[config.mk]
export PLATFORM = sky130hd
export DESIGN_NAME = mips_mc_core
export DESIGN_NICKNAME = d
export VERILOG_FILES = /design/src/rtl/mips_mc_pkg.sv /design/src/rtl/mips_mc_regfile.sv /design/src/rtl/mips_mc_core.sv
export SDC_FILE = /design/constraint.sdc
export NUM_CORES = 1
export LEC_CHECK = 0
export BUFFER_PORTS_ARGS = -buffer_cell sky130_fd_sc_hd__buf_2
export CAP_MARGIN = 20
export CORE_MARGIN = 2
export CORE_UTILIZATION = 60
export CTS_BUF_LIST = sky130_fd_sc_hd__clkbuf_4 sky130_fd_sc_hd__clkbuf_8
export DETAILED_ROUTE_END_ITERATION = 8
export PLACE_DENSITY = 0.8
export SETUP_SLACK_MARGIN = 0.4
export SYNTH_ARGS = -nofsm -noshare
export SYNTH_HDL_FRONTEND = slang
export SYNTH_SLANG_ARGS = --single-unit
[constraint.sdc]
create_clock -name clk -period 16.55 [get_ports clk]
set_clock_uncertainty 0.2 [all_clocks]
set_input_delay 1.655 -clock clk [delete_from_list [all_inputs] [get_ports clk]]
set_output_delay 1.655 -clock clk [all_outputs]
set_load 0.01 [all_outputs]
[src/rtl/mips_mc_pkg.sv]
// Shared encodings for the multi-cycle MIPS core: opcodes, R-type functs,
// FSM states and the ALU operation select.
package mips_mc_pkg;

    localparam logic [2:0] OP_RTYPE = 3'b000;
    localparam logic [2:0] OP_ADDI  = 3'b001;
    localparam logic [2:0] OP_LW    = 3'b010;
    localparam logic [2:0] OP_SW    = 3'b011;
    localparam logic [2:0] OP_BEQ   = 3'b100;
    localparam logic [2:0] OP_J     = 3'b101;
    localparam logic [2:0] OP_JAL   = 3'b110;
    localparam logic [2:0] OP_HALT  = 3'b111;

    localparam logic [3:0] FN_ADD = 4'd0;
    localparam logic [3:0] FN_SUB = 4'd1;
    localparam logic [3:0] FN_AND = 4'd2;
    localparam logic [3:0] FN_OR  = 4'd3;
    localparam logic [3:0] FN_SLT = 4'd4;
    localparam logic [3:0] FN_JR  = 4'd8;

    typedef enum logic [2:0] {
        ST_FETCH,
        ST_DECODE,
        ST_EXEC,
        ST_MEM,
        ST_WB,
        ST_HALT
    } state_t;

    typedef enum logic [2:0] {
        ALU_ADD,
        ALU_SUB,
        ALU_AND,
        ALU_OR,
        ALU_SLT,
        ALU_NOP
    } alu_op_t;

    // Address-forming opcodes add; beq compares by subtraction; unknown
    // R-type functs become NOP so WB can suppress the register write.
    function automatic alu_op_t alu_decode(input logic [2:0] op, input logic [3:0] funct);
        alu_op_t r;
        r = ALU_ADD;
        if (op == OP_RTYPE) begin
            case (funct)
                FN_ADD:  r = ALU_ADD;
                FN_SUB:  r = ALU_SUB;
                FN_AND:  r = ALU_AND;
                FN_OR:   r = ALU_OR;
                FN_SLT:  r = ALU_SLT;
                default: r = ALU_NOP;
            endcase
        end else if (op == OP_BEQ) begin
            r = ALU_SUB;
        end
        return r;
    endfunction

endpackage

[src/rtl/mips_mc_regfile.sv]
// 8-entry register file: two asynchronous read ports, one write port,
// r0 hardwired to zero.
module mips_mc_regfile #(
    parameter int DATA_W = 16
) (
    input  logic              clk,
    input  logic              reset,
    input  logic              we,
    input  logic [2:0]        waddr,
    input  logic [DATA_W-1:0] wdata,
    input  logic [2:0]        raddr_a,
    input  logic [2:0]        raddr_b,
    output logic [DATA_W-1:0] rdata_a,
    output logic [DATA_W-1:0] rdata_b
);

    logic [DATA_W-1:0] regs [8];

    // Register storage; writes to r0 are dropped.
    always_ff @(posedge clk or posedge reset) begin
        if (reset) begin
            for (int i = 0; i < 8; i++) regs[i] <= '0;
        end else if (we && (waddr != 3'd0)) begin
            regs[waddr] <= wdata;
        end
    end

    assign rdata_a = (raddr_a == 3'd0) ? '0 : regs[raddr_a];
    assign rdata_b = (raddr_b == 3'd0) ? '0 : regs[raddr_b];

endmodule

[src/rtl/mips_mc_core.sv]
// Multi-cycle 16-bit-ISA MIPS core over a DATA_W datapath with a single
// shared memory port. FETCH/DECODE/EXEC/MEM/WB sequence each instruction and
// stall in FETCH or MEM until mem_ready.
module mips_mc_core
    import mips_mc_pkg::*;
#(
    parameter int                DATA_W   = 16,
    parameter logic [DATA_W-1:0] RESET_PC = '0
) (
    input  logic              clk,
    input  logic              reset,
    output logic              mem_req,
    output logic              mem_we,
    output logic [DATA_W-1:0] mem_addr,
    output logic [DATA_W-1:0] mem_wdata,
    input  logic [DATA_W-1:0] mem_rdata,
    input  logic              mem_ready,
    output logic [DATA_W-1:0] pc_out,
    output logic [DATA_W-1:0] alu_result,
    output logic              halted,
    output logic [DATA_W-1:0] retire_count
);

    state_t                   state;
    logic [DATA_W-1:0]        pc, pc2, imm, jtarget, br_target;
    logic [DATA_W-1:0]        alu_q, mdr, retire_cnt, alu_y;
    logic [DATA_W-1:0]        rs_val, rt_val, rf_wdata;
    logic [15:0]              ir;
    logic [2:0]               op, rs, rt, rd, rf_waddr;
    logic [3:0]               funct;
    logic                     rf_we, halted_q, xfer;
    alu_op_t                  alu_op;
    logic signed [DATA_W-1:0] opa_s, opb_s;

    assign op        = ir[15:13];
    assign rs        = ir[12:10];
    assign rt        = ir[9:7];
    assign rd        = ir[6:4];
    assign funct     = ir[3:0];
    assign imm       = {{(DATA_W-7){ir[6]}}, ir[6:0]};
    assign pc2       = pc + DATA_W'(2);
    assign jtarget   = {pc2[DATA_W-1:14], ir[12:0], 1'b0};
    assign br_target = pc2 + (imm << 1);

    mips_mc_regfile #(.DATA_W(DATA_W)) u_rf (
        .clk     (clk),
        .reset   (reset),
        .we      (rf_we),
        .waddr   (rf_waddr),
        .wdata   (rf_wdata),
        .raddr_a (rs),
        .raddr_b (rt),
        .rdata_a (rs_val),
        .rdata_b (rt_val)
    );

    // ALU: second operand is rt for R-type/beq, sign-extended imm otherwise.
    always_comb begin
        alu_op = alu_decode(op, funct);
        opa_s  = rs_val;
        opb_s  = ((op == OP_RTYPE) || (op == OP_BEQ)) ? rt_val : imm;
        alu_y  = '0;
        case (alu_op)
            ALU_ADD: alu_y = opa_s + opb_s;
            ALU_SUB: alu_y = opa_s - opb_s;
            ALU_AND: alu_y = opa_s & opb_s;
            ALU_OR:  alu_y = opa_s | opb_s;
            ALU_SLT: alu_y = {{(DATA_W-1){1'b0}}, (opa_s < opb_s)};
            default: alu_y = '0;
        endcase
    end

    // Register write port: jal links r7 in DECODE, everything else writes in WB.
    always_comb begin
        rf_we    = 1'b0;
        rf_waddr = rt;
        rf_wdata = alu_q;
        if (state == ST_DECODE && op == OP_JAL) begin
            rf_we    = 1'b1;
            rf_waddr = 3'd7;
            rf_wdata = pc2;
        end else if (state == ST_WB) begin
            rf_we    = (op != OP_RTYPE) || (alu_op != ALU_NOP);
            rf_waddr = (op == OP_RTYPE) ? rd : rt;
            rf_wdata = (op == OP_LW) ? mdr : alu_q;
        end
    end

    // Request is gated by reset so an in-flight transfer is dropped at once.
    assign mem_req   = ~reset & ((state == ST_FETCH) | (state == ST_MEM));
    assign mem_we    = ~reset & (state == ST_MEM) & (op == OP_SW);
    assign mem_addr  = (state == ST_MEM) ? alu_q : pc;
    assign mem_wdata = rt_val;
    assign xfer      = mem_req & mem_ready;

    // Instruction sequencer: PC, IR, MDR, ALU latch and retire counter.
    always_ff @(posedge clk or posedge reset) begin
        if (reset) begin
            state      <= ST_FETCH;
            pc         <= RESET_PC;
            ir         <= '0;
            mdr        <= '0;
            alu_q      <= '0;
            halted_q   <= 1'b0;
            retire_cnt <= '0;
        end else begin
            case (state)
                ST_FETCH: begin
                    if (xfer) begin
                        ir    <= mem_rdata[15:0];
                        state <= ST_DECODE;
                    end
                end
                ST_DECODE: begin
                    if (op == OP_J || op == OP_JAL) begin
                        pc         <= jtarget;
                        retire_cnt <= retire_cnt + DATA_W'(1);
                        state      <= ST_FETCH;
                    end else if (op == OP_HALT) begin
                        halted_q <= 1'b1;
                        state    <= ST_HALT;
                    end else if (op == OP_RTYPE && funct == FN_JR) begin
                        pc         <= rs_val;
                        retire_cnt <= retire_cnt + DATA_W'(1);
                        state      <= ST_FETCH;
                    end else begin
                        state <= ST_EXEC;
                    end
                end
                ST_EXEC: begin
                    alu_q <= alu_y;
                    if (op == OP_BEQ) begin
                        pc         <= (rs_val == rt_val) ? br_target : pc2;
                        retire_cnt <= retire_cnt + DATA_W'(1);
                        state      <= ST_FETCH;
                    end else if (op == OP_LW || op == OP_SW) begin
                        state <= ST_MEM;
                    end else begin
                        state <= ST_WB;
                    end
                end
                ST_MEM: begin
                    if (xfer) begin
                        if (op == OP_SW) begin
                            pc         <= pc2;
                            retire_cnt <= retire_cnt + DATA_W'(1);
                            state      <= ST_FETCH;
                        end else begin
                            mdr   <= mem_rdata;
                            state <= ST_WB;
                        end
                    end
                end
                ST_WB: begin
                    pc         <= pc2;
                    retire_cnt <= retire_cnt + DATA_W'(1);
                    state      <= ST_FETCH;
                end
                default: state <= ST_HALT;
            endcase
        end
    end

    assign pc_out       = pc;
    assign alu_result   = alu_q;
    assign halted       = halted_q;
    assign retire_count = retire_cnt;

endmodule

Yosys cells after proc, flatten, opt, wreduce, memory -nomap -nowiden

Index checks and enable logic that the tools add are counted.
Widths: inputs -> output; s select.

Flip-flop bits (word level): 212
Output and inout port bits: 83
Word-level logic and storage cells: 136

Add/subtract/negate cells: 5
Order comparisons: 5
Equal/unequal tests: 27
Muxes and demuxes: 49
Bitwise gates (word level): 13
Reductions and logical operators: 22

Operators with widths:

| cell                  | number |
|---|---|
| $mux 16               | 25 |
| $bwmux 128            | 1 |
| $pmux 16 s4           | 2 |
| $bmux 16 s3           | 2 |
| $pmux 16 s5           | 1 |
| $demux 16 s3          | 1 |
| $mux 3                | 11 |
| $add 16x16->16        | 2 |
| $pmux 3 s5            | 2 |
| $eq 3x2->1 const B    | 6 |
| $eq 3x3->1 const B    | 6 |
| $add 16x1->16 const B | 1 |
| $add 16x2->16 const B | 1 |
| $and 16x16->16        | 1 |
| $eq 16x16->1          | 1 |
| $lt 16x16->1          | 1 |
| $or 16x16->16         | 1 |
| $sub 16x16->16        | 1 |
| $logic_not 3->1       | 5 |
| $ge 4x4->1 const B    | 3 |
| $not 3->4             | 3 |
| $eq 4x2->1 const B    | 2 |
| $eq 3x1->1 const B    | 2 |
| $ne 2x2->1 const B    | 3 |
| other kinds (20)      | 37 |

Logic depth before layout (Yosys ltp)

Word-level depth: 10
Depth in mapped cells: 20
Gate-level depth less buffers: 17

Cells and area by module

Synthesis repeated with hierarchy kept, for this count alone.

Cells, all modules: 1421
Area total of the unflattened synthesis: 14193.6 µm²

By module, submodules not included:

| module          | instances | cells an instance | area each (µm²) | sequential area each (µm²) |
|---|---|---|---|---|
| mips_mc_core    | 1         | 979               | 7983.9          | 2102.0 |
| mips_mc_regfile | 1         | 442               | 6209.7          | 2802.7 |

Worst setup path after synthesis

Ideal clock, no wire load.

Path kind: input port to flip-flop
From: in reset
To: reg state[0]
Arrival: 6.410 ns
Slack: 9.834 ns
Stages on the path: 3
Path buffers: 0
Cells stage by stage: inv_1 -> a32oi_1 -> o221ai_1

Cells in the longest elaborated chain, start to end: 5
Elaborated cells between the ends (all ways): 6

Ends and longest elaborated chain:

| element                        | line                | text |
|---|---|---|
| start, declared                | mips_mc_core.sv:11  | `input logic reset,` |
| $not 1->1 (*)                  | mips_mc_core.sv:90  | `assign mem_req = ~reset & ((state == ST_FETCH) \| (state == ST_MEM));` |
| $and 1x1->1 (*)                | mips_mc_core.sv:90  |  |
| $and 1x1->1 (*)                | mips_mc_core.sv:94  | `assign xfer = mem_req & mem_ready;` |
| $ne 2x2->1 (no line)           | -                   |  |
| $reduce_and 2->1 (no line) (*) | -                   |  |
| end signal, assigned           | mips_mc_core.sv:99  | `state <= ST_FETCH;` |
| end signal, assigned           | mips_mc_core.sv:111 | `state <= ST_DECODE;` |
| end signal, assigned           | mips_mc_core.sv:118 | `state <= ST_FETCH;` |
| end, declared                  | mips_mc_core.sv:24  | `state_t state;` |

Mark *: on every way between the ends. The rest lies on a longest branch, timed or not.
A chain may end at the register's enable or synchronous reset.

Worst setup path after layout

From: reg ir[8]
To: reg alu_q[15] (netlist: alu_result[15])

Cells in the longest elaborated chain, start to end: 8
Elaborated cells between the ends (all ways): 12

Ends and longest elaborated chain:

| element                                    | line                  | text |
|---|---|---|
| start, declared                            | mips_mc_core.sv:28    | `logic [15:0] ir;` |
| start signal, assigned                     | mips_mc_core.sv:110   | `ir <= mem_rdata[15:0];` |
| $not 3->4 (not written as such)            | mips_mc_regfile.sv:29 | `assign rdata_b = (raddr_b == 3'd0) ? '0 : regs[raddr_b];` |
| $bmux 16 s3                                | mips_mc_regfile.sv:29 |  |
| $mux 16 (not written as such) (2 in a row) | mips_mc_regfile.sv:29 |  |
| $mux 16 (*)                                | mips_mc_regfile.sv:29 |  |
| $mux 16 (*)                                | mips_mc_core.sv:61    | `opb_s = ((op == OP_RTYPE) \|\| (op == OP_BEQ)) ? rt_val : imm;` |
| $sub 16x16->16 (tied with other cells)     | mips_mc_core.sv:65    | `ALU_SUB: alu_y = opa_s - opb_s;` |
| $pmux 16 s5 (*)                            | mips_mc_core.sv:63    | `case (alu_op)` |
| end signal, assigned                       | mips_mc_core.sv:131   | `alu_q <= alu_y;` |
| end, declared                              | mips_mc_core.sv:26    | `logic [DATA_W-1:0] alu_q, mdr, retire_cnt, alu_y;` |

Mark *: on every way between the ends. The rest lies on a longest branch, timed or not. The select of a mux whose other input is x is not followed.

==> results.sh <==
export IMPL_status="completed"
export IMPL_syn_area_um2=14360
export IMPL_core_area_um2=23470
export IMPL_required_ns=16.74
export IMPL_vias_per_cell=6.645
export IMPL_ys_types=87
export IMPL_arrival_ns=5.96
export IMPL_antenna_found_initial=0
export IMPL_globalRouteTotalUtil_pct=33.92
export IMPL_area_growth_pct=7.503
export IMPL_fin_hold_ws_ns=0.2914
export IMPL_post_route_drc_count=0
export IMPL_endpoint_kind="flop"
export IMPL_cts_root_buf="clkbuf_8"
export IMPL_cts_setup_buffers=0
export IMPL_relSlewSlack_pct=22.83
export IMPL_grt_use_met2_pct=53.33
export IMPL_num_vias=12310
export IMPL_chipHeight_um=158.7
export IMPL_cts_buffers=17
export IMPL_synth_ff_type="dfrtp_1"
export IMPL_rows=56
export IMPL_use_met3_pct=7.186
export IMPL_die_area_um2=25180
export IMPL_cts_tree="built"
export IMPL_crit_cells=16
export IMPL_crit_type="reg2reg"
export IMPL_multi_input_area_um2=8746
export IMPL_crit_family="compound AO/OA/AOI/OAI gates"
export IMPL_synthCells=1467
export IMPL_h_tree_depth=4
export IMPL_regArea_um2=4907
export IMPL_ys_warn_count=0
export IMPL_grt_max_degree=125
export IMPL_die_w_um=158.7
export IMPL_avgSynthCellArea_um2=9.788
export IMPL_setup_tns_final_ns=0
export IMPL_numClockSinks=196
export IMPL_grt_overflow=0
export IMPL_period_needed_ns=5.764
export IMPL_fmax_ghz=0.1735
export IMPL_wirelength_um=42030
export IMPL_antennaDiodeCount=0
export IMPL_async_reset_ff_share_pct=100.0
export IMPL_grt_pass1_wl_um=65110
export IMPL_nets=1607
export IMPL_yosysSeqAreaShare_pct=34.16
export IMPL_worst_slew_pin_slew_ns=1.154
export IMPL_clock_latency_ns=0.51
export IMPL_hold_buffers=0
export IMPL_rsz0062_at_grt="false"
export IMPL_drtIter0Drc=1628
export IMPL_min_period_over_period_pct=34.83
export IMPL_dp_hpwl_um=30070
export IMPL_hold_viol_final=0
export IMPL_start_kind="flop"
export IMPL_gp_congestion=0.9855
export IMPL_avgRoutedWirePerCell_um=22.70
export IMPL_ant_nets=0
export IMPL_cts_resized=0
export IMPL_max_stage_delay_ns=0.82
export IMPL_crit_chain="buf_4 > nor2b_4 > a221oi_1 > a221oi_1 > nand2_1 > o21ai_0 > ha_1 > o21bai_1 > a21oi_1 > o21bai_1 > a2111oi_0 > o31ai_1 > a21boi_1 > o221a_1 > a311oi_1 > a211o_1"
export IMPL_drive_gt1_share_pct=24.85
export IMPL_ys_ff_latch=196
export IMPL_cp_slowest_cell="a2111oi_0"
export IMPL_cts_max_path_buffers=2
export IMPL_reg2reg_depth=16
export IMPL_grtUsageMet1_pct=45.27
export IMPL_initial_utilization_pct=61.17
export IMPL_setup_viol=0
export IMPL_hold_path_class="reg2reg"
export IMPL_synthesis_nets=1554
export IMPL_nFillCells=1870
export IMPL_port_buffers=101
export IMPL_critical_path_buf_inv_count=1
export IMPL_top_usage_layer="met2"
export IMPL_grt_pass1_vias=11650
export IMPL_cp_max_fo=52
export IMPL_holdPathStages=1
export IMPL_clk_pin_slew_ns=0.13
export IMPL_io_pins=102
export IMPL_finalMaxSlewViolations=0
export IMPL_synth_edff_count=0
export IMPL_drv_cap=0
export IMPL_firstDrtPassIters=6
logic make-up (layout without fill, tap and decap cells):
kind of cell / Yosys count / in the layout / share of synthesized area (%)
fa+ha+maj: 68 / 68 / 6.082
compound gates: 350 / 350 / 17.78
mux: 279 / 279 / 21.60
buf+inv: 157 / 223 / 5.098
xor+xnor: 52 / 52 / 3.172
simple gates: 365 / 365 / 12.10
flops: 196 / 196 / 34.16
stage by stage:
| stage | cell area (um2) | instances | utilization, % | setup WS [ns] |
|---|---|---|---|---|
| global placement | 14990 | 1818 | 63.84 | 11.18 |
| detailed placement | 15010 | 1820 | 63.96 | 11.05 |
| floorplan | 14360 | 1467 | - | 9.317 |
| global route | 15440 | 1852 | 65.76 | 10.39 |
| finish | 15440 | 1852 | 65.76 | 10.79 |
| CTS | 15440 | 1852 | 65.76 | 11.02 |
flip-flops by register name (all words and copies together) (netlist names):
name          cells
retire_count     16
halted            1
u_rf.regs       112
state             3
ir               16
alu_result       16
pc_out           16
mdr              16
cells in the final DEF (no fill, tap or decap), types with 14 or more instances in the layout:
cell / synthesis / layout
a221oi_1: 30 / 30
mux2i_1: 86 / 86
nand3_1: 28 / 28
a21oi_1: 81 / 80
nor3_1: 19 / 18
mux2_2: 174 / 174
o21ai_0: 44 / 44
clkbuf_8: 0 / 18
inv_1: 64 / 63
nand2_1: 96 / 96
a221o_1: 16 / 16
nor2_1: 131 / 130
o21ai_1: 14 / 14
buf_2: 13 / 101
xnor2_1: 33 / 33
xor2_1: 19 / 19
a211oi_1: 14 / 14
dfrtp_1: 196 / 194
buf_4: 5 / 24
ha_1: 65 / 65
cell usage after synthesis (9+ instances only):
library cell,number,area (um2)
o21a_1,9,67.56
a22o_1,12,105.1
nand4_1,9,56.30
mux2_1,11,123.9
a21o_1,11,82.58
a21oi_1,81,405.4
nand2_1,96,360.4
ha_1,65,813.3
mux2i_1,86,860.8
xor2_1,19,166.4
and2_1,10,62.56
nor3_1,19,95.09
o211ai_1,13,97.59
o21ai_1,14,70.07
dfrtp_1,196,4905
buf_2,13,65.06
mux2_2,174,1959
a221o_1,16,160.2
buf_6,10,112.6
clkbuf_1,59,221.5
inv_1,64,240.2
a211oi_1,14,105.1
a221oi_1,30,262.8
xnor2_1,33,289.0
o221ai_1,10,87.58
nor2b_1,11,68.82
a221oi_2,10,150.1
and3_1,10,62.56
a22oi_1,13,97.59
o21ai_0,44,220.2
nand3_1,28,140.1
nor2_1,131,491.7
cell type report:
cell class	instances	area share (%)
Clock buffer	18	1.605
Clock inverter	14	1.143
Inverter	64	1.605
Multi-Input combinational cell	1114	56.66
Sequential cell	196	31.79
Tap cell	319	2.586
Timing Repair Buffer	127	4.612
layer usage:
metal,up-vias,share of wire [%]
li1,5523,-
met1,6047,42
met2,632,45
met3,105,8.9
met4,0,4.2
met5,-,0
worst paths after layout:
check                              endpoint  slack (ns)             start
hold reg to reg            retire_count[15]        0.29  retire_count[15]
max in group asynchronous    u_rf.regs[103]       13.50             reset
min in group asynchronous            ir[14]        1.11             reset
hold / removal             retire_count[15]        0.29  retire_count[15]
setup / recovery             alu_result[15]       10.79             ir[8]
setup reg to reg             alu_result[15]       10.79             ir[8]
Power is left out: the tool's default activity adds up to more than one toggle a clock period on the data nets, which glitch-free logic cannot reach.
